==> src/rtl/sequenciador_ciclo_if.sv <==
// rtl/sequenciador_ciclo_if.sv - sequencer-to-datapath/memory signal bundle
// Purpose: groups every non-clock, non-reset signal of sequenciador_ciclo.
// Ports (slave = sequencer side):
//   in : estado_pc, desvio_valido, endereco_desvio, mem_pronta, stall, halt
//   out: pc_proximo, pc_escreve, busca_req, mem_req, reg_escreve, fase,
//        instr_contador, parado
interface sequenciador_ciclo_if #(
  parameter int WIDTH = 32
);
  logic [WIDTH-1:0] estado_pc;
  logic             desvio_valido;
  logic [WIDTH-1:0] endereco_desvio;
  logic             mem_pronta;
  logic             stall;
  logic             halt;
  logic [WIDTH-1:0] pc_proximo;
  logic             pc_escreve;
  logic             busca_req;
  logic             mem_req;
  logic             reg_escreve;
  logic [2:0]       fase;
  logic [WIDTH-1:0] instr_contador;
  logic             parado;

  modport slave (
    input  estado_pc, desvio_valido, endereco_desvio, mem_pronta, stall, halt,
    output pc_proximo, pc_escreve, busca_req, mem_req, reg_escreve, fase,
           instr_contador, parado
  );

  modport master (
    output estado_pc, desvio_valido, endereco_desvio, mem_pronta, stall, halt,
    input  pc_proximo, pc_escreve, busca_req, mem_req, reg_escreve, fase,
           instr_contador, parado
  );
endinterface

==> src/rtl/sequenciador_ciclo.sv <==
// rtl/sequenciador_ciclo.sv - multi-cycle instruction phase sequencer
// Purpose: steps BUSCA/DECODIFICA/EXECUTA/MEMORIA/ESCRITA, raises fetch and
// data requests, and commits the next PC plus a register write once per
// instruction. halt at commit parks the sequencer in PARADO until reset.
// Ports:
//   clock  in  rising-edge clock
//   reset  in  asynchronous, active-high
//   bus    sequenciador_ciclo_if.slave (PC, branch, memory handshake, strobes,
//          phase, committed-instruction count, parked flag)
module sequenciador_ciclo #(
  parameter int WIDTH     = 32,
  parameter int PC_INC    = 1,
  parameter int PC_RESET  = 1,
  parameter int FETCH_CYC = 2,
  parameter int DEC_CYC   = 2,
  parameter int EXEC_CYC  = 2,
  parameter int MEM_CYC   = 2,
  parameter int WB_CYC    = 2
) (
  input logic                 clock,
  input logic                 reset,
  sequenciador_ciclo_if.slave bus
);

  localparam int MAX_AB  = (FETCH_CYC > DEC_CYC) ? FETCH_CYC : DEC_CYC;
  localparam int MAX_CD  = (EXEC_CYC > MEM_CYC) ? EXEC_CYC : MEM_CYC;
  localparam int MAX_ABC = (MAX_AB > MAX_CD) ? MAX_AB : MAX_CD;
  localparam int MAXC    = (MAX_ABC > WB_CYC) ? MAX_ABC : WB_CYC;
  localparam int CW      = ($clog2(MAXC) < 1) ? 1 : $clog2(MAXC);

  typedef enum logic [2:0] {
    BUSCA      = 3'd0,
    DECODIFICA = 3'd1,
    EXECUTA    = 3'd2,
    MEMORIA    = 3'd3,
    ESCRITA    = 3'd4,
    PARADO     = 3'd5
  } fase_t;

  fase_t          fase_r, fase_n;
  logic [CW-1:0]  cnt_r, cnt_n, ultimo;
  logic           espera_mem;
  logic           captura_desvio;
  logic           commit;

  logic [WIDTH-1:0] pc_proximo_r;
  logic [WIDTH-1:0] instr_contador_r;
  logic [WIDTH-1:0] alvo_r;
  logic             desvio_r;
  logic             pc_escreve_r;
  logic             reg_escreve_r;
  logic             parado_r;

  always_ff @(posedge clock or posedge reset) begin
    if (reset) begin
      fase_r <= BUSCA;
      cnt_r  <= '0;
    end else begin
      fase_r <= fase_n;
      cnt_r  <= cnt_n;
    end
  end

  always_comb begin
    fase_n         = fase_r;
    cnt_n          = cnt_r;
    ultimo         = '0;
    espera_mem     = 1'b0;
    captura_desvio = 1'b0;
    commit         = 1'b0;

    case (fase_r)
      BUSCA:      begin ultimo = CW'(FETCH_CYC - 1); espera_mem = 1'b1; end
      DECODIFICA: ultimo = CW'(DEC_CYC - 1);
      EXECUTA:    ultimo = CW'(EXEC_CYC - 1);
      MEMORIA:    begin ultimo = CW'(MEM_CYC - 1); espera_mem = 1'b1; end
      ESCRITA:    ultimo = CW'(WB_CYC - 1);
      default:    ultimo = '0;
    endcase

    // stall freezes everything; PARADO is only left through reset.
    if (fase_r != PARADO && !bus.stall) begin
      if (cnt_r == ultimo && (!espera_mem || bus.mem_pronta)) begin
        cnt_n = '0;
        case (fase_r)
          BUSCA:      fase_n = DECODIFICA;
          DECODIFICA: fase_n = EXECUTA;
          EXECUTA:    begin fase_n = MEMORIA; captura_desvio = 1'b1; end
          MEMORIA:    fase_n = ESCRITA;
          ESCRITA:    begin fase_n = bus.halt ? PARADO : BUSCA; commit = 1'b1; end
          default:    fase_n = fase_r;
        endcase
      end else if (cnt_r != ultimo) begin
        // Saturates at the last count while a memory phase waits for mem_pronta.
        cnt_n = cnt_r + CW'(1);
      end
    end
  end

  always_ff @(posedge clock or posedge reset) begin
    if (reset) begin
      pc_proximo_r     <= WIDTH'(PC_RESET);
      instr_contador_r <= '0;
      alvo_r           <= '0;
      desvio_r         <= 1'b0;
      pc_escreve_r     <= 1'b0;
      reg_escreve_r    <= 1'b0;
      parado_r         <= 1'b0;
    end else begin
      pc_escreve_r  <= commit;
      reg_escreve_r <= commit;
      parado_r      <= (fase_n == PARADO);
      if (captura_desvio) begin
        desvio_r <= bus.desvio_valido;
        alvo_r   <= bus.endereco_desvio;
      end
      if (commit) begin
        pc_proximo_r     <= desvio_r ? alvo_r : bus.estado_pc + WIDTH'(PC_INC);
        instr_contador_r <= instr_contador_r + WIDTH'(1);
        desvio_r         <= 1'b0;
      end
    end
  end

  assign bus.pc_proximo     = pc_proximo_r;
  assign bus.pc_escreve     = pc_escreve_r;
  assign bus.reg_escreve    = reg_escreve_r;
  assign bus.instr_contador = instr_contador_r;
  assign bus.parado         = parado_r;
  assign bus.fase           = fase_r;
  assign bus.busca_req      = (fase_r == BUSCA) && !bus.stall;
  assign bus.mem_req        = (fase_r == MEMORIA) && !bus.stall;

endmodule

==> src/flat_wrapper.sv <==
// flat-port wrapper written by rule: the top's interface ports become plain ports
module sequenciador_ciclo_flat 
#(
  parameter int WIDTH     = 32,
  parameter int PC_INC    = 1,
  parameter int PC_RESET  = 1,
  parameter int FETCH_CYC = 2,
  parameter int DEC_CYC   = 2,
  parameter int EXEC_CYC  = 2,
  parameter int MEM_CYC   = 2,
  parameter int WB_CYC    = 2
)
  (clock, reset, bus_estado_pc, bus_desvio_valido, bus_endereco_desvio, bus_mem_pronta, bus_stall, bus_halt, bus_pc_proximo, bus_pc_escreve, bus_busca_req, bus_mem_req, bus_reg_escreve, bus_fase, bus_instr_contador, bus_parado);
  sequenciador_ciclo_if #(.WIDTH(WIDTH)) bus_i ();
  input logic clock;
  input logic reset;
  input wire logic [$bits(bus_i.estado_pc)-1:0] bus_estado_pc;
  input wire logic [$bits(bus_i.desvio_valido)-1:0] bus_desvio_valido;
  input wire logic [$bits(bus_i.endereco_desvio)-1:0] bus_endereco_desvio;
  input wire logic [$bits(bus_i.mem_pronta)-1:0] bus_mem_pronta;
  input wire logic [$bits(bus_i.stall)-1:0] bus_stall;
  input wire logic [$bits(bus_i.halt)-1:0] bus_halt;
  output wire logic [$bits(bus_i.pc_proximo)-1:0] bus_pc_proximo;
  output wire logic [$bits(bus_i.pc_escreve)-1:0] bus_pc_escreve;
  output wire logic [$bits(bus_i.busca_req)-1:0] bus_busca_req;
  output wire logic [$bits(bus_i.mem_req)-1:0] bus_mem_req;
  output wire logic [$bits(bus_i.reg_escreve)-1:0] bus_reg_escreve;
  output wire logic [$bits(bus_i.fase)-1:0] bus_fase;
  output wire logic [$bits(bus_i.instr_contador)-1:0] bus_instr_contador;
  output wire logic [$bits(bus_i.parado)-1:0] bus_parado;
  assign bus_i.estado_pc = bus_estado_pc;
  assign bus_i.desvio_valido = bus_desvio_valido;
  assign bus_i.endereco_desvio = bus_endereco_desvio;
  assign bus_i.mem_pronta = bus_mem_pronta;
  assign bus_i.stall = bus_stall;
  assign bus_i.halt = bus_halt;
  assign bus_pc_proximo = bus_i.pc_proximo;
  assign bus_pc_escreve = bus_i.pc_escreve;
  assign bus_busca_req = bus_i.busca_req;
  assign bus_mem_req = bus_i.mem_req;
  assign bus_reg_escreve = bus_i.reg_escreve;
  assign bus_fase = bus_i.fase;
  assign bus_instr_contador = bus_i.instr_contador;
  assign bus_parado = bus_i.parado;
  sequenciador_ciclo #(.WIDTH(WIDTH), .PC_INC(PC_INC), .PC_RESET(PC_RESET), .FETCH_CYC(FETCH_CYC), .DEC_CYC(DEC_CYC), .EXEC_CYC(EXEC_CYC), .MEM_CYC(MEM_CYC), .WB_CYC(WB_CYC)) u_core (.clock(clock), .reset(reset), .bus(bus_i));
endmodule
==> config.mk <==
export PLATFORM = sky130hd
export DESIGN_NAME = sequenciador_ciclo_flat
export DESIGN_NICKNAME = d
export VERILOG_FILES = /design/src/rtl/sequenciador_ciclo_if.sv /design/src/rtl/sequenciador_ciclo.sv /design/src/flat_wrapper.sv
export SDC_FILE = /design/constraint.sdc
export NUM_CORES = 1
export LEC_CHECK = 0
export BUFFER_PORTS_ARGS = -buffer_cell sky130_fd_sc_hd__buf_2
export CAP_MARGIN = 20
export CORE_MARGIN = 2
export CORE_UTILIZATION = 33
export DETAILED_ROUTE_END_ITERATION = 7
export GPL_ROUTABILITY_DRIVEN = 0
export PLACE_DENSITY = 0.57
export SETUP_SLACK_MARGIN = 0.1
export SLEW_MARGIN = 30
export SYNTH_ARGS = -nofsm -noshare
export SYNTH_HDL_FRONTEND = slang
export SYNTH_SLANG_ARGS = --single-unit
==> constraint.sdc <==
create_clock -name clock -period 4.39 [get_ports clock]
set_clock_uncertainty 0.2 [all_clocks]
set_input_delay 1.317 -clock clock [delete_from_list [all_inputs] [get_ports clock]]
set_output_delay 1.317 -clock clock [all_outputs]
set_load 0.005 [all_outputs]
==> impl_metrics.csv, run 1 <==
group,metric,value,unit
timing,timing.fmax,294.4,MHz
clock_tree,cts_sinks,103,
yosys,main_combinational_cell_family_by_area_after_synthesis,"simple AND/OR/NAND/NOR gates",
timing,timing.slew.headroom,39.59,%
route,dr.pass1.iters,4,
grt,grt_antenna_before_repair,0,
placement,placed_area,5912,sq um
timing,worstMarginPinSlew,899.2,ps
critical_path,worst_path_dominant_cell_family,"simple AND/OR/NAND/NOR gates",
floorplan,die-width,127.3,um
critical_path,cp_cell_sequence,"buf_2 > nor2_1 > and3_1 > buf_2",
yosys,synth-edff-count,0,
grt,grt.overflow.total,0,
yosys,syn_area_per_cell,10.46,sq um
power_and_ir_drop,power.density,515.4,nW/um^2
timing,final.min_clock_period,3397,ps
clock_tree,cts.path.max_buffers,2,
yosys,post_synth_fa_ha_maj_area_fraction,0.4986,%
route,route.detailed.wl_per_inst,16.09,um
clock_tree,postCtsResizedCells,0,
route,route.detailed.drc,0,
floorplan,die_area,16210,sq um
yosys,synth_compound_gate_area_share,8.801,%
clock_tree,cts_made_buffers,9,
yosys,synth_area_in_xor_xnor,10.30,%
critical_path,worst_setup_path_startpoint,"bus_stall",
yosys,synthesis.area,5019,sq um
floorplan,initial_utilization,33.38,%
critical_path,critical_path.max_fanout,7,
route,vias,4180,
clock_tree,cts_post_setup_buffers_inserted,0,
power_and_ir_drop,vdd_drop_max,0.0002130,V
min_path,hold-path-cell-count,1,
grt,first_pass_grt_wire_length,21070,um
power_and_ir_drop,p_leak,3.003,nW
placement,portBuffers,141,
critical_path,cp.arrival,1880,ps
clock_tree,clock_tree.root_cell,"clkbuf_16",
timing,postLayoutSetupSlackWorst,993.4,ps
critical_path,r2r_setup_slack,1640,ps
layout,syn_to_final_growth,24.03,%
critical_path,timing.critical_path.depth,4,
floorplan,top_level_ports,142,
yosys,syn_inst,480,
clock_tree,clkSlewWorstSetupHoldPaths,60,ps
flow_run,cap_violations,0,
timing,final_hold_vios,0,
critical_path,crit_path_top_delay_cell,"and3_1",
yosys,postSynth.asyncResetShare,100.0,%
critical_path,ff2ff_path_depth,5,
power_and_ir_drop,totalPowerFinal,3.208,mW
layout,nNetsFinal,690,
critical_path,timing.critical_path.required,2870,ps
grt,first_global_vias,4271,
critical_path,critPathLaunchType,"primary input",
yosys,synth_sequential_area_ratio,51.38,%
yosys,synth_cell_type_count,46,
route,remaining_antenna_violation_count_after_routing,0,
yosys,synthFlopType,"dfrtp_1",
layout,nFillCells,1470,
critical_path,worst_path_largest_cell_delay,170,ps
placement,place_worst_setup_slack,762.8,ps
yosys,ys_seq_elements,103,
layout,postLayoutCellArea,6225,sq um
min_path,timing.hold.worst.class,"flip-flop to flip-flop",
outcome,outcome,"completed",
timing,fin_setup_tns,0,ps
critical_path,cp-end-kind,"primary output",
clock_tree,post_cts_hold_buffers,0,
floorplan,core_region_area,15030,sq um
clock_tree,cts-htree-levels,3,
yosys,synthesis.yosys.warnings,0,
yosys,syn-num-nets,552,
floorplan,chipHeight,127.3,um
critical_path,regToRegEndpoint,"u_core.bus.pc_proximo[19]$_DFFE_PP0P_",
route,drt-initial-drc-count,218,
route,drt_wl_total,13070,um
placement,dp.final_hpwl,9275,um
floorplan,rows,45,
clock_tree,clk-insertion-delay-late,340,ps
grt,globalRouteTotalUtil,16.40,%
route,via_per_inst,5.148,
critical_path,worst-setup-path-type,"primary input to primary output",
critical_path,timing.critical_path.to,"bus_mem_req",
timing,maxSlewViolCount,0,
grt,pin_count_of_the_biggest_net_entering_global_routing,77,
critical_path,timing.critical_path.mode_cell,"buf_2",
critical_path,worstPathBufferInverterCount,2,
layout,drive_above_1_share,33.07,%
yosys,synth.mux.area_fraction,7.978,%
critical_path,regToRegStartpoint,"u_core.bus.fase[0]$_DFF_PP0_",
yosys,yosys.area_share.simple,18.40,%
timing,timing.final.setup_violations,0,
timing,layout_worst_path_cycle_share,77.37,%
timing,rsz0062_at_grt,"no",
clock_tree,cts_tree,"done",
[Yosys cell counts (all sizes together) (2+ instances only)]
master | number | area (sq um)
dfrtp | 102 | 2552
xnor2 | 38 | 332.8
nand2 | 35 | 133.9
nand3 | 34 | 175.2
mux2 | 32 | 360.4
nor2 | 30 | 112.6
o21ai | 30 | 150.1
a21oi | 28 | 140.1
nand4 | 22 | 137.6
xor2 | 21 | 183.9
and3 | 20 | 125.1
clkbuf | 16 | 60.06
o22ai | 10 | 62.56
inv | 7 | 26.28
nor4 | 6 | 65.06
buf | 5 | 42.53
nor3 | 5 | 25.02
and2 | 4 | 25.02
and4 | 4 | 35.03
mux2i | 4 | 40.04
or2 | 3 | 18.77
a22oi | 2 | 15.01
ha | 2 | 25.02
nor3b | 2 | 15.01
o211ai | 2 | 15.01
or3 | 2 | 12.51
[kinds of logic (layout without fill, tap and decap cells)]
| family | count (synthesis) | in the layout |
|---|---|---|
| mux | 36 | 36 |
| buf+inv | 29 | 172 |
| other cells | 0 | 1 |
| simple gates | 172 | 172 |
| fa+ha+maj | 2 | 2 |
| xor+xnor | 59 | 59 |
| flops | 103 | 103 |
| compound gates | 79 | 79 |
[routing by layer]
| metal | up-vias | wire [um] | GRT usage (%) | share of wire [%] |
|---|---|---|---|---|
| met5 | - | 0 | 0 | 0 |
| met4 | 0 | 136 | 5.171 | 1.0 |
| met3 | 12 | 768 | 4.271 | 5.9 |
| met2 | 135 | 6486 | 27.59 | 50 |
| met1 | 2050 | 5675 | 20.71 | 43 |
| li1 | 1983 | - | - | - |
[area by class of cell]
| cell class | instances | area [sq um] | area share (%) |
|---|---|---|---|
| multi-input combinational | 348 | 2316 | 37.21 |
| tap | 188 | 235.2 | 3.779 |
| inverter | 8 | 35.03 | 0.5628 |
| sequential | 103 | 2579 | 41.43 |
| antenna | 1 | 2.502 | 0.04020 |
| clock inverter | 4 | 52.55 | 0.8442 |
| timing repair buffer | 148 | 758.2 | 12.18 |
| clock buffer | 12 | 246.5 | 3.960 |
[power by group]
part           switching, mW  leakage [nW]  internal [mW]
combinational          0.438          1.54          0.444
sequential             0.239          1.32           1.27
clock                  0.353         0.147          0.461
total                   1.03          3.00           2.18
[how the worst min path moves through the flow]
stage | end | from
after global routing | u_core.bus.instr_contador[31]$_DFFE_PP0P_ | u_core.bus.instr_contador[31]$_DFFE_PP0P_
after floorplan | u_core.bus.pc_proximo[0]$_DFFE_PP1P_ | u_core.bus.pc_proximo[0]$_DFFE_PP1P_
final | u_core.bus.instr_contador[31]$_DFFE_PP0P_ | u_core.bus.instr_contador[31]$_DFFE_PP0P_
after detailed placement | u_core.bus.instr_contador[31]$_DFFE_PP0P_ | u_core.bus.instr_contador[31]$_DFFE_PP0P_
after global placement | u_core.bus.pc_proximo[18]$_DFFE_PP0P_ | u_core.bus.pc_proximo[18]$_DFFE_PP0P_
after CTS | u_core.bus.instr_contador[31]$_DFFE_PP0P_ | u_core.bus.instr_contador[31]$_DFFE_PP0P_
[stage by stage]
step           cells  hold WS (ps)  util [%]
6_report         812         274.2     41.41
3_3_place_gp     795         260.7     39.33
5_1_grt          811         282.8     41.39
2_1_floorplan    480         266.9         -
4_1_cts          811         275.5     41.32
3_5_place_dp     795         266.5     39.33
[sequential cells by signal (all words and copies together), names as in the netlist]
name and count:
u_core.desvio_r 1, u_core.bus.parado 1, u_core.cnt_r 1, u_core.alvo_r 32, u_core.bus.pc_proximo 32, u_core.bus.instr_contador 32, u_core.bus.pc_escreve 1, u_core.bus.fase 3
[cell usage in the layout, fill, tap and decap left out, types with 21 or more instances in the layout]
cell type and n:
buf_2 141, dfrtp_1 102, xnor2_1 38, nand2_1 34
nand3_1 33, mux2_2 32, nor2_1 30, o21ai_0 30
a21oi_1 28, nand4_1 22, xor2_1 21
(Power assumes the default switching activity.)
==> inputs of run 2 (changes only) <==
- PLACE_DENSITY: 0.57 -> 0.59
- clock period: 4.39 -> 2.9 ns (I/O delays scaled with it)
==> impl_metrics.csv, run 2 (same netlist as run 1, synthesis figures left out) <==
group,metric,value,unit
timing,final_hold_vios,0,
floorplan,top_level_ports,142,
clock_tree,cts_made_buffers,9,
layout,mostFrequentLayoutCells,"buf_2 (141), dfrtp_1 (102), xnor2_1 (38)",
grt,grt.overflow.total,0,
floorplan,die-width,127.3,um
layout,syn_to_final_growth,25.03,%
clock_tree,cts_post_setup_buffers_inserted,0,
placement,placed_area,5976,sq um
route,vias,4221,
critical_path,worst-setup-path-type,"primary input to primary output",
layout,antennaDiodeCount,0,
critical_path,critical_path.max_fanout,7,
power_and_ir_drop,p_leak,3.015,nW
outcome,outcome,"completed",
critical_path,critPathLaunchType,"primary input",
timing,timing.final.setup_violations,0,
timing,rsz0062_at_grt,"no",
grt,grt_antenna_before_repair,0,
timing,timing.slew.headroom,47.98,%
clock_tree,cts_sinks,103,
min_path,timing.hold.worst.class,"flip-flop to flip-flop",
route,drt-initial-drc-count,173,
floorplan,rows,45,
clock_tree,cts-htree-levels,3,
layout,layout_commonest_cell,"buf_2",
layout,nNetsFinal,695,
route,drt_wl_total,13180,um
clock_tree,clk-insertion-delay-late,340,ps
critical_path,cp_cell_sequence,"buf_2 > nor2_1 > and3_1 > buf_2",
critical_path,timing.critical_path.mode_cell,"buf_2",
critical_path,cp.arrival,1460,ps
clock_tree,clock_tree.root_cell,"clkbuf_16",
critical_path,worst_path_dominant_cell_family,"simple AND/OR/NAND/NOR gates",
clock_tree,cts.path.max_buffers,2,
placement,dp.final_hpwl,9291,um
critical_path,regToRegStartpoint,"u_core.bus.fase[0]$_DFF_PP0_",
timing,final.min_clock_period,2526,ps
placement,portBuffers,141,
critical_path,cp-end-kind,"primary output",
route,route.detailed.drc,0,
timing,worstMarginPinSlew,774.3,ps
timing,timing.fmax,395.9,MHz
clock_tree,cts_tree,"done",
critical_path,worst_path_largest_cell_delay,180,ps
timing,layout_worst_path_cycle_share,87.09,%
grt,pin_count_of_the_biggest_net_entering_global_routing,104,
flow_run,cap_violations,0,
floorplan,core_region_area,15030,sq um
timing,holdWs,269.6,ps
grt,first_global_vias,4222,
grt,globalRouteTotalUtil,16.65,%
route,dr.pass1.iters,4,
timing,maxSlewViolCount,0,
route,remaining_antenna_violation_count_after_routing,0,
power_and_ir_drop,power.density,777.4,nW/um^2
timing,fin_setup_tns,0,ps
layout,drive_above_1_share,33.65,%
layout,nFillCells,1486,
critical_path,worst_setup_path_startpoint,"bus_stall",
layout,layout.core_utilization,41.74,%
clock_tree,postCtsResizedCells,0,
floorplan,chipHeight,127.3,um
floorplan,initial_utilization,33.38,%
route,route.detailed.wl_per_inst,16.17,um
critical_path,crit_path_top_delay_cell,"and3_1",
min_path,worstHoldStart,"u_core.bus.instr_contador[31]$_DFFE_PP0P_",
clock_tree,clkSlewWorstSetupHoldPaths,60,ps
critical_path,worstPathBufferInverterCount,2,
floorplan,die_area,16210,sq um
grt,first_pass_grt_wire_length,21510,um
critical_path,timing.critical_path.required,1830,ps
layout,postLayoutCellArea,6275,sq um
clock_tree,post_cts_hold_buffers,0,
route,via_per_inst,5.179,
power_and_ir_drop,vdd_drop_max,0.0004348,V
-- run 2: cell types whose count changed in the layout (fill, tap and decap cells not counted), sizes merged --
cell / previous run / this run
clkinvlp: 0 / 2
diode: 1 / 0
clkinv: 3 / 2
buf: 148 / 153
inv: 8 / 6
-- run 2: path summary, 6_finish.rpt --
path                       slack [ps]                                         to  cells after the start
min reg2reg                       270  u_core.bus.instr_contador[31]$_DFFE_PP0P_                      1
max                               370                                bus_mem_req                      4
max in group asynchronous        1590               u_core.bus.fase[2]$_DFF_PP0_                      3
min                               270  u_core.bus.instr_contador[31]$_DFFE_PP0P_                      1
min in group asynchronous         480  u_core.bus.instr_contador[26]$_DFFE_PP0P_                      3
max reg2reg                       600  u_core.bus.instr_contador[29]$_DFFE_PP0P_                      5
-- run 2: stage by stage --
stage	setup WS [ps]	cells	total power [mW]
2_1_floorplan	369.4	480	3.080
3_3_place_gp	229.6	800	3.629
3_5_place_dp	211.8	800	3.684
4_1_cts	368.9	815	4.947
5_1_grt	323.8	815	5.215
6_report	374.4	815	4.878
-- run 2: where the power goes --
group	total [mW]	switching [mW]	leakage (nW)	internal (mW)
Combinational	1.35	0.667	1.55	0.685
Clock	1.23	0.524	0.145	0.711
Sequential	2.29	0.363	1.32	1.93
Total	4.88	1.55	3.01	3.32
-- run 2: worst reg2reg max path, stage by stage (launching register included) --
cell	delay [ps]
dfrtp_1	540
or4_4	660
nor4_4	290
buf_4	210
nand4_1	120
xnor2_1	160
-- run 2: layer usage --
layer | wire length, um | GRT usage (%)
met1 | 5968 | 22.07
met2 | 6256 | 27.34
met3 | 802 | 4.146
met4 | 148 | 4.396
met5 | 0 | 0
-- run 2: layout make-up --
| class | instances | area [sq um] | area share, % |
|---|---|---|---|
| flip-flops and latches | 103 | 2579 | 41.10 |
| well taps | 188 | 235.2 | 3.749 |
| clock inverters | 3 | 42.54 | 0.6780 |
| repair buffers | 153 | 820.8 | 13.08 |
| multi-input cells | 348 | 2307 | 36.77 |
| inverters | 8 | 33.78 | 0.5384 |
| clock buffers | 12 | 256.5 | 4.088 |
